<file path="config.mk">
export PLATFORM = sky130hd
export DESIGN_NAME = mips_cpu_pc_fetch_flat
export DESIGN_NICKNAME = d
export VERILOG_FILES = /design/src/rtl/mips_cpu_pc_fetch_if.sv /design/src/rtl/mips_cpu_pc_fetch.sv /design/src/flat_wrapper.sv
export SDC_FILE = /design/constraint.sdc
export NUM_CORES = 1
export LEC_CHECK = 0
export ABC_AREA = 0
export ABC_CLOCK_PERIOD_IN_PS = 4700
export CORE_MARGIN = 2
export CORE_UTILIZATION = 25
export CTS_CLUSTER_DIAMETER = 60
export DETAILED_ROUTE_END_ITERATION = 7
export PLACE_DENSITY = 0.56
export SYNTH_ARGS = -nofsm -noshare
export SYNTH_HDL_FRONTEND = slang
export SYNTH_SLANG_ARGS = --single-unit
</file>
<file path="constraint.sdc">
create_clock -name clk -period 4.7 [get_ports clk]
set_clock_uncertainty 0.15 [all_clocks]
set_input_delay 0.94 -clock clk [delete_from_list [all_inputs] [get_ports clk]]
set_output_delay 0.94 -clock clk [all_outputs]
set_load 0.1 [all_outputs]
</file>
<file path="src/rtl/mips_cpu_pc_fetch_if.sv">
// Avalon-style instruction read port between the fetch stage (master) and
// instruction memory (slave).
interface mips_cpu_pc_fetch_if;
    logic [31:0] address;
    logic        read;
    logic        waitrequest;
    logic [31:0] readdata;

    modport master (
        output address,
        output read,
        input  waitrequest,
        input  readdata
    );

    modport slave (
        input  address,
        input  read,
        output waitrequest,
        output readdata
    );
endinterface

</file>
<file path="src/rtl/mips_cpu_pc_fetch.sv">
// PC / instruction-fetch stage of the multicycle MIPS CPU: FETCH -> EXEC loop
// with branch-delay-slot PC sequencing and halt on a committed jump to 0.
module mips_cpu_pc_fetch #(
    parameter logic [31:0] RESET_VECTOR = 32'hBFC00000
) (
    input  logic                       clk,
    input  logic                       reset,
    mips_cpu_pc_fetch_if.master        imem,
    input  logic [1:0]                 CtrlPC,
    input  logic [31:0]                RsData,
    input  logic                       exec_stall,
    output logic [31:0]                Instr,
    output logic                       instr_valid,
    output logic [31:0]                pc,
    output logic [31:0]                pc_plus8,
    output logic                       active
);

    typedef enum logic [1:0] {
        ST_FETCH  = 2'd0,
        ST_EXEC   = 2'd1,
        ST_HALTED = 2'd2
    } state_t;

    state_t      r_state;
    logic [31:0] r_pc;
    logic [31:0] r_instr;
    logic [31:0] r_pending_target;
    logic        r_delay_pending;
    logic        r_instr_valid;
    logic        r_active;

    logic [31:0] w_pc_plus4;
    logic [31:0] w_branch_off;
    logic [31:0] w_target;

    assign w_pc_plus4   = r_pc + 32'd4;
    assign w_branch_off = {{14{r_instr[15]}}, r_instr[15:0], 2'b00};

    always_comb begin
        w_target = '0;
        case (CtrlPC)
            2'd1:    w_target = w_pc_plus4 + w_branch_off;
            2'd2:    w_target = {w_pc_plus4[31:28], r_instr[25:0], 2'b00};
            2'd3:    w_target = RsData & ~32'h3;
            default: w_target = '0;
        endcase
    end

    always_ff @(posedge clk or posedge reset) begin
        if (reset) begin
            r_state          <= ST_FETCH;
            r_pc             <= RESET_VECTOR;
            r_instr          <= '0;
            r_delay_pending  <= 1'b0;
            r_pending_target <= '0;
            r_instr_valid    <= 1'b0;
            r_active         <= 1'b1;
        end else begin
            case (r_state)
                ST_FETCH: begin
                    if (!imem.waitrequest) begin
                        r_instr       <= imem.readdata;
                        r_state       <= ST_EXEC;
                        r_instr_valid <= 1'b1;
                    end
                end
                ST_EXEC: begin
                    if (!exec_stall) begin
                        r_instr_valid <= 1'b0;
                        // A delay slot's own CtrlPC is dropped; the stored target wins.
                        if (r_delay_pending) begin
                            r_pc            <= r_pending_target;
                            r_delay_pending <= 1'b0;
                            if (r_pending_target == '0) begin
                                r_state  <= ST_HALTED;
                                r_active <= 1'b0;
                            end else begin
                                r_state <= ST_FETCH;
                            end
                        end else begin
                            r_pc    <= w_pc_plus4;
                            r_state <= ST_FETCH;
                            if (CtrlPC != 2'd0) begin
                                r_pending_target <= w_target;
                                r_delay_pending  <= 1'b1;
                            end
                        end
                    end
                end
                ST_HALTED: begin
                    r_state <= ST_HALTED;
                end
                default: begin
                    r_state <= ST_FETCH;
                end
            endcase
        end
    end

    assign imem.address = r_pc;
    assign imem.read    = (r_state == ST_FETCH) && !reset;
    assign Instr        = r_instr;
    assign instr_valid  = r_instr_valid;
    assign pc           = r_pc;
    assign pc_plus8     = r_pc + 32'd8;
    assign active       = r_active;

endmodule

</file>
<file path="src/flat_wrapper.sv">
// flat-port wrapper written by rule: the top's interface ports become plain ports
module mips_cpu_pc_fetch_flat 
#(
    parameter logic [31:0] RESET_VECTOR = 32'hBFC00000
)
  (clk, reset, CtrlPC, RsData, exec_stall, Instr, instr_valid, pc, pc_plus8, active, imem_address, imem_read, imem_waitrequest, imem_readdata);
  mips_cpu_pc_fetch_if imem_i ();
  input  logic clk;
  input  logic reset;
  input  logic [1:0] CtrlPC;
  input  logic [31:0] RsData;
  input  logic exec_stall;
  output logic [31:0] Instr;
  output logic instr_valid;
  output logic [31:0] pc;
  output logic [31:0] pc_plus8;
  output logic active;
  output wire logic [$bits(imem_i.address)-1:0] imem_address;
  output wire logic [$bits(imem_i.read)-1:0] imem_read;
  input wire logic [$bits(imem_i.waitrequest)-1:0] imem_waitrequest;
  input wire logic [$bits(imem_i.readdata)-1:0] imem_readdata;
  assign imem_address = imem_i.address;
  assign imem_read = imem_i.read;
  assign imem_i.waitrequest = imem_waitrequest;
  assign imem_i.readdata = imem_readdata;
  mips_cpu_pc_fetch #(.RESET_VECTOR(RESET_VECTOR)) u_core (.clk(clk), .reset(reset), .imem(imem_i), .CtrlPC(CtrlPC), .RsData(RsData), .exec_stall(exec_stall), .Instr(Instr), .instr_valid(instr_valid), .pc(pc), .pc_plus8(pc_plus8), .active(active));
endmodule
</file>
==> impl_metrics.json <==
{
  "status": "completed",
  "setup_viol": 0,
  "drtAntennaViolNets": 0,
  "worstSetupPathType": "flip-flop to flip-flop",
  "hpwlAfterDp_mm": 19.63,
  "async_reset_ff_share_pct": 100.0,
  "numCtsBuffers": 9,
  "grt_pass1_wl_mm": 38.80,
  "placedCellCount": 1428,
  "grt_setup_unrepaired": "false",
  "cts_resized": 0,
  "synth.distinct_cells": 72,
  "clkSlewWorstSetupHoldPaths_ns": 0.08,
  "postCtsHoldBufs": 0,
  "drt_iter0_drc": 279,
  "multi_input_area_um2": 4896,
  "grt_max_degree": 79,
  "ys_ff_latch": 101,
  "critical_path_depth": 16,
  "via_per_inst": 4.882,
  "num_vias": 7055,
  "regArea_um2": 2541,
  "cts_root_buf": "clkbuf_16",
  "slowest_delay_ns": 0.48,
  "wl_per_cell_um": 17.46,
  "io_pins": 201,
  "r2r_setup_slack_ns": 0.35,
  "rr_startpoint": "u_core.imem.address[3]",
  "fmax_mhz": 230.0,
  "gp_congestion": 0.9370,
  "htreeDepth": 3,
  "drt_first_pass_iters": 5,
  "cts_tree": "built",
  "crit_family": "simple AND/OR/NAND/NOR gates",
  "final_core_util_pct": 32.88,
  "insertion_delay_ns": 0.36,
  "yosysWarnings": 0,
  "hold_viol_final": 0,
  "critPathCapture": "u_core.r_pending_target[31]",
  "grt_pass1_vias": 6668,
  "min_period_ns": 4.349,
  "dieWidth_um": 183,
  "layout.nets": 1147,
  "final_area_um2": 10380,
  "crit_path_start": "u_core.imem.address[3]",
  "cts_buffer_depth": 2,
  "crit_required_ns": 4.80,
  "syn2layout_area_growth_pct": 29.54,
  "netlist_area_um2": 8010,
  "fillers": 3247,
  "seq_area_frac_synth_pct": 31.71,
  "die_area_um2": 33490,
  "crit_chain": "ha_1, nand3_1, nor4_4, nand3_4, nor2_1, and3_1, xor2_1, ha_1, nand2_1, o21ai_0, a21o_1, a21oi_1, nor2b_1, a211oi_1, mux2i_1, nand2_1",
  "report.final.slew_viol_count": 0,
  "path_buf_inv": 0,
  "antenna_found_initial": 1,
  "placed_area_um2": 10090,
  "fp.coreArea_um2": 31560,
  "cp_max_fo": 7,
  "drive_gt1_share_pct": 16.99,
  "row_count": 65,
  "cp-end-kind": "flip-flop",
  "cts.sinks": 101,
  "portBuffers": 198,
  "cpMaxStageDelayCell": "dfrtp_1",
  "min_path_type": "flip-flop to flip-flop",
  "synth_flop_cell": "dfrtp_1",
  "r2r-end": "u_core.r_pending_target[31]",
  "overflow": 0,
  "startpoint_type": "flip-flop",
  "synth-edff-count": 0,
  "max_slew.worst_pin.slew_ns": 0.9912,
  "tns_ns": 0,
  "syn_nets": 1007,
  "initial_core_util_pct": 25.38,
  "grt_usage_pct": 14.92,
  "syn_inst": 897,
  "wirelength_mm": 25.23,
  "rr_worst_depth": 16,
  "slew_headroom_pct": 33.72,
  "cap_violations": 0,
  "crit_arrival_ns": 4.45,
  "die_y_um": 183,
  "avgSynthCellArea_um2": 8.930,
  "cts_setup_buffers": 0,
  "final-instance-count-excl-fill": 1445,
  "fin_crit_sh_pct": 92.53,
  "drc_errors": 0
}
sequential cells by signal, summed over array words and instances, names as in the netlist:
register and flops:
u_core.Instr 32, u_core.active 1, u_core.imem.address 32, u_core.instr_valid 1
u_core.r_delay_pending 1, u_core.r_pending_target 32, u_core.r_state 2
Yosys cell counts (all sizes together) (10+ instances only):
cell type   n  area [µm²]
and3       18       116.4
xnor2      44       392.9
nor2       65       254.0
ha         39       488.0
a21o       10       75.07
nand4      14       87.58
inv        13       48.80
buf        51       396.6
xor2       35       314.1
nand2      82       317.8
clkbuf     42       239.0
a21oi      54       270.3
nor4       16       151.4
dfstp      10       262.8
dfrtp      91        2277
o21ai      86       430.4
nand3      22       152.7
mux2       60       675.7
a22oi      16       120.1
nor3       29       156.4
area by class of cell:
class | instances | area share (%)
clock inverters | 5 | 0.3979
diodes | 1 | 0.02412
clock buffers | 11 | 2.339
well taps | 402 | 4.847
inverters | 14 | 0.5306
multi-input cells | 689 | 47.18
repair buffers | 222 | 20.19
flip-flops and latches | 101 | 24.49
how the worst min path moves through the flow:
stage | cells past startpoint | end | startpoint
2_1_floorplan | 2 | u_core.r_pending_target[11] | u_core.r_pending_target[11]
3_3_place_gp | 1 | u_core.active | u_core.active
3_5_place_dp | 1 | u_core.active | u_core.active
4_1_cts | 1 | u_core.active | u_core.active
5_1_grt | 1 | u_core.active | u_core.active
6_report | 1 | u_core.active | u_core.active
per-stage QoR:
| step | hold WS (ns) | setup WS, ns |
|---|---|---|
| detailed placement | 0.3066 | 0.4061 |
| floorplan | 0.3132 | -0.1369 |
| CTS | 0.3182 | 0.3734 |
| finish | 0.3133 | 0.3513 |
| global route | 0.3249 | 0.03404 |
| global placement | 0.3077 | 0.4124 |
cell usage in the layout, fill, tap and decap left out, types with 15 or more instances in the layout:
| master | count |
|---|---|
| o21ai_0 | 84 |
| nand2_1 | 80 |
| a22oi_1 | 16 |
| a21oi_1 | 54 |
| ha_1 | 39 |
| mux2_2 | 60 |
| buf_4 | 51 |
| dfrtp_1 | 90 |
| xnor2_1 | 36 |
| nor3_1 | 27 |
| and3_1 | 15 |
| xor2_1 | 27 |
| nor2_1 | 63 |
| nand3_1 | 18 |
| clkdlybuf4s50_1 | 171 |
cells by family (layout without fill, tap and decap cells):
family          Yosys count  count (layout)  share of synthesized area (%)
buf+inv                 107             252                          8.591
flops                   101             101                          31.71
other cells               0               1                              0
mux                      67              67                          9.310
xor+xnor                 79              79                          8.826
compound gates          226             226                          17.17
simple gates            277             277                          18.06
fa+ha+maj                40              40                          6.342
layer usage:
metal  share of wire [%]  up-vias  GRT usage (%)
li1                    -     3461              -
met1                  50     3326          22.65
met4                 1.1        0          3.264
met3                 7.1       15          2.780
met5                   0        -              0
met2                  42      253          21.74
Power is not shown: default switching activity piles up to over one toggle a cycle in this logic, so the estimate is an artifact.
==> patch 1 (same settings) <==
Reset style: synchronous (`reset`), changed in one clocked block.
--- a/src/rtl/mips_cpu_pc_fetch.sv
+++ b/src/rtl/mips_cpu_pc_fetch.sv
@@ -48,5 +48,5 @@
     end
 
-    always_ff @(posedge clk or posedge reset) begin
+    always_ff @(posedge clk) begin
         if (reset) begin
             r_state          <= ST_FETCH;
Function: differs if reset is asserted again (counterexample within 4 cycles, from zero or initial values and one cycle with reset high); with reset held inactive, the same outputs for 4 cycles.
==> patch 1 against the original RTL <==
Final area decreased by 5.0%. Sequential share of layout area decreased by 3.9 points. Worst setup slack got worse by 0.099 ns. Sequential cell count unchanged. Wire length decreased by 0.26%. Synthesized area fell by 8.3%.
Power is left out: it rests on default switching activity, and per cell area and clock period it moved more than threefold.
==> patch 1: results (changes against the original RTL) <==
* Worst hold stages at 2 (+1)
* Iter 0 DRT Violations at 426 (+53%)
* First-pass GRT wire length at 38400 um (-0.98%)
* HPWL after DPL at 19100 um (-2.7%)
* Antenna violations before repair at 0 (-1)
* Multi-input gate count at 760 (+10%)
* Total CTS buffers at 9 (unchanged)
* Cells after DPL at 1495 (+4.7%)
* Post-Syn Nets at 1090 (+8.2%)
* Grt met1 use at 0.239 (+0.0127)
* Layout cell share with drive strength beyond 1 at 0.113 (-0.0572)
* Clkbuf count at 9 (-2)
* Async SR Flop Fraction at 0 (-1.00)
* Fraction of area in multi-input gates at 0.487 (+0.0156)
* Post-Synthesis Cells at 983 (+9.6%)
* Non-clock buffers, area share at 0.224 (+0.0219)
* Die ar. at 0.0308 mm^2 (-8.1%)
* Slew @ Worst Pin at 0.991 ns (-0.000114 ns)
* Vias post-DR at 7328 (+3.9%)
* Synth area leader: dfxtp_1
* Met2 routed WL at 10300 um (-1.3%)
* Vias in the first global route at 6650 (-0.27%)
* Layout area overhead at 34.2%
* Gpl congestion at 0.876 (-6.5%)
* Seq area share at 0.206 (-0.0389)
* Data arrival, critical path at 4.59 ns (+0.14 ns)
* CP max stage cell: or4_1
* GRT Resource Usage Total at 0.159 (+0.0102)
* Place WS at 0.268 ns (-0.138 ns)
* Largest net degree at the start of global routing at 70 (-11%)
* Vias/cell at 4.85 (-0.67%)
* FF+latch count at 101 (unchanged)
* Filler cells at 3079 (-5.2%)
* Met3 wire length at 1670 um (-7.0%)
* Top Layer Used: met4
* # diodes at 0 (-1)
* Synth cell types at 61 (-15%)
* Synth top area cells: dfxtp_1 28%, nand2_1 7.6%, a21oi_1 6.3%, ha_1 6.1%, xnor2_1 5.8%
* Crit path largest cell delay at 0.60 ns (+0.12 ns)
* Met2 GRT Util at 0.233 (+0.0154)
* Fin nets at 1229 (+7.1%)
* Plain + repair buffers at 236 (+6.3%)
* Met3 Use GR at 0.0277 (-0.0000942)
* # resized after CTS at 0 (unchanged)
* Placed instance area at 0.00958 mm^2 (-5.1%)
* Part of the Yosys area used for sequential elements at 0.275 (-0.0419)
* Commonest cells in the netlist: 148 x nand2_1, 101 x dfxtp_1, 92 x a21oi_1, 88 x nor2_1, 51 x o21ai_0
* Drt wl/cell at 16.7 um (-4.6%)
* Final clock-cell share at 0.0287 (+0.00130)
* Status: finished, final reports clean
* Post-Route M1 WL at 12800 um (+1.1%)
## patch 1: cell count changes after synthesis, moves of 10 or more
| cell | delta |
|---|---|
| a21oi_1 | +38 |
| mux2i_1 | +11 |
| a22oi_1 | -14 |
| dfstp_2 | -10 |
| nor2_1 | +25 |
| nand2_1 | +68 |
| dfrtp_1 | -91 |
| dfxtp_1 | +101 |
| a221oi_1 | +20 |
| mux2_2 | -47 |
| clkbuf_1 | +17 |
| o21ai_0 | -33 |
## patch 1: cells by family after synthesis
logic type	Yosys count	synth area share
fa+ha+maj	37	0.0640
compound gates	244	0.204
buf+inv	122	0.0826
mux	32	0.0460
simple gates	367	0.230
xor+xnor	80	0.0974
flops	101	0.275
## patch 1: worst paths after layout
kind,startpoint,slack (ns),end
worst max-delay path,u_core.imem.address[2],0.25,u_core.r_pending_target[29]
worst min-delay path,u_core.Instr[29],0.31,u_core.Instr[29]
worst max register to register,u_core.imem.address[2],0.25,u_core.r_pending_target[29]
worst min register to register,u_core.Instr[29],0.31,u_core.Instr[29]
==> patch 2 (same settings) <==
Without the edit above. `RESET_VECTOR` is set to 32'hBFC00000 in 2 places; all go to 32'h8FD00000.
--- a/src/rtl/mips_cpu_pc_fetch.sv
+++ b/src/rtl/mips_cpu_pc_fetch.sv
@@ -2,5 +2,5 @@
 // with branch-delay-slot PC sequencing and halt on a committed jump to 0.
 module mips_cpu_pc_fetch #(
-    parameter logic [31:0] RESET_VECTOR = 32'hBFC00000
+    parameter logic [31:0] RESET_VECTOR = 32'h8FD00000
 ) (
     input  logic                       clk,
--- a/src/flat_wrapper.sv
+++ b/src/flat_wrapper.sv
@@ -2,5 +2,5 @@
 module mips_cpu_pc_fetch_flat 
 #(
-    parameter logic [31:0] RESET_VECTOR = 32'hBFC00000
+    parameter logic [31:0] RESET_VECTOR = 32'h8FD00000
 )
   (clk, reset, CtrlPC, RsData, exec_stall, Instr, instr_valid, pc, pc_plus8, active, imem_address, imem_read, imem_waitrequest, imem_readdata);
Behaviour: not the same (a bounded check fails within 4 cycles, from zero or initial values and one cycle with reset high).
==> patch 2 against the original RTL <==
Final area is 0.36% higher. Critical path depth is 3 lower. Die area hardly changed. Highest routed layer unchanged. Synthesized area hardly changed. Non-clock buffer count is 1 lower. Maximum frequency is 0.30% lower. Wire length is 1.0% higher. Worst setup slack worse by 0.013 ns. Sequential cell count stayed put. First-iteration DRC count is 33% higher.
Power is not shown: default switching activity piles up to over one toggle a cycle in this logic, so the estimate is an artifact.
==> patch 2: results (changes against the original RTL) <==
* Worst Hold Class: flip-flop to flip-flop
* Critical Path End: u_core.r_pending_target[27]
* Part of the Yosys area used for sequential elements at 0.317 (about the same)
* Gpl congestion at 0.916 (-2.2%)
* Synth area leader: dfrtp_1
* Commonest cells in the netlist: 92 x dfrtp_1, 84 x o21ai_0, 80 x nand2_1, 63 x nor2_1, 60 x mux2_2
* CTS root buffer: clkbuf_16
* Slew @ Worst Pin at 1.01 ns (+0.0156 ns)
* # resized after CTS at 0 (unchanged)
* Async SR Flop Fraction at 1.00 (unchanged)
* Vias/cell at 4.90 (+0.27%)
* Clock tree buffer depth at 2 (unchanged)
* Cell family with most CP delay: simple AND/OR/NAND/NOR gates
* Vias post-DR at 7069 (+0.20%)
* Place WS at 0.418 ns (+0.0123 ns)
* Worst hold start: u_core.active
* CP max stage cell: or4_1
* Post-Synthesis Cells at 897 (unchanged)
* Worst Setup SP: u_core.imem.address[3]
* Top FF cell, synth: dfrtp_1
* HPWL after DPL at 19500 um (-0.84%)
* Total CTS buffers at 9 (unchanged)
* Worst-path clk slew at 0.08 ns (about the same)
* Crit path largest cell delay at 0.66 ns (+0.18 ns)
* Largest net degree at the start of global routing at 79 (unchanged)
* Post-synth EDFFs at 0 (unchanged)
* Router iterations before antenna repair at 4 (-1)
* Worst-path fanout max at 7 (unchanged)
* Worst hold margin at 0.314 ns (+0.00102 ns)
* Fin nets at 1146 (-0.087%)
* Status: finished, final reports clean
* Synth top area share at 0.287 (+0.00317)
* GRT Resource Usage Total at 0.152 (+0.00288)
* Synth top area cells: dfrtp_1 29%, mux2_2 8.4%, ha_1 6.1%, o21ai_0 5.2%, xnor2_1 4.7%
* Antenna violations before repair at 1 (unchanged)
* Layout cell share with drive strength beyond 1 at 0.169 (-0.000797)
* Vias in the first global route at 6739 (+1.1%)
* Residual DRC count at 0 (unchanged)
* First-pass GRT wire length at 39700 um (+2.3%)
* Reg2Reg Depth at 13 (-3)
* Clk_lat worst skew at 0.36 ns (about the same)
* Crit path time final at 4.36 ns (+0.0130 ns)
* Port Buf Inserts at 198 (unchanged)
* Iter 0 DRT Violations at 371 (+33%)
* Post-Syn Nets at 1007 (unchanged)
* Synth cell types at 72 (unchanged)
* WL final at 25500 um (+1.0%)
* Synth warnings at 0 (unchanged)
* Data arrival, critical path at 4.47 ns (+0.02 ns)
* R2R Setup Slk at 0.34 ns
* Placed instance area at 0.0101 mm^2 (+0.16%)
* Post-CTS setup buffers at 0 (unchanged)
* H-tree Lvls at 3 (unchanged)
==> patch 2: changes by cell type in the layout (fill, tap and decap cells not counted) <==
cell	delta
dfrtp_1	+1
clkbuf_1	-1
clkinvlp_4	-1
buf_12	+2
bufinv_16	+1
inv_8	+1
buf_4	-3
clkbuf_8	-1
clkinv_2	+1
dfstp_2	-1
==> patch 2: layer usage <==
metal | wire length [um] | global-route usage | share of wire | vias to the layer above
li1 | - | - | - | 3463
met1 | 12900 | 0.229 | 0.50 | 3368
met2 | 10900 | 0.228 | 0.43 | 225
met3 | 1530 | 0.0216 | 0.060 | 13
met4 | 243 | 0.0368 | 0.0095 | 0
met5 | 0 | 0 | 0 | -
==> patch 2: cells by family (layout without fill, tap and decap cells) <==
group	after synthesis	count (layout)	share of synthesized area
XOR/XNOR	79	79	0.0883
buffers and inverters	107	251	0.0859
AO/OA/AOI/OAI	226	226	0.172
multiplexers	67	67	0.0931
other	0	1	0
adder cells (fa/ha/maj)	40	40	0.0634
flip-flops	101	101	0.317
AND/OR/NAND/NOR	277	277	0.181
==> patch 2: area by class of cell <==
class / instances / area [um^2]
clock buffers: 9 / 225
well taps: 402 / 503
repair buffers: 221 / 2110
inverters: 14 / 55.1
fillers: 3359 / 21100
diodes: 1 / 2.50
clock inverters: 7 / 80.1
multi-input cells: 689 / 4900
flip-flops and latches: 101 / 2540
==> patch 2: worst min path at each step <==
stage,end,cells past startpoint
finish,u_core.active,1
global route,u_core.active,1
CTS,u_core.active,1
detailed placement,u_core.active,1
global placement,u_core.active,1
floorplan,u_core.r_pending_target[11],2
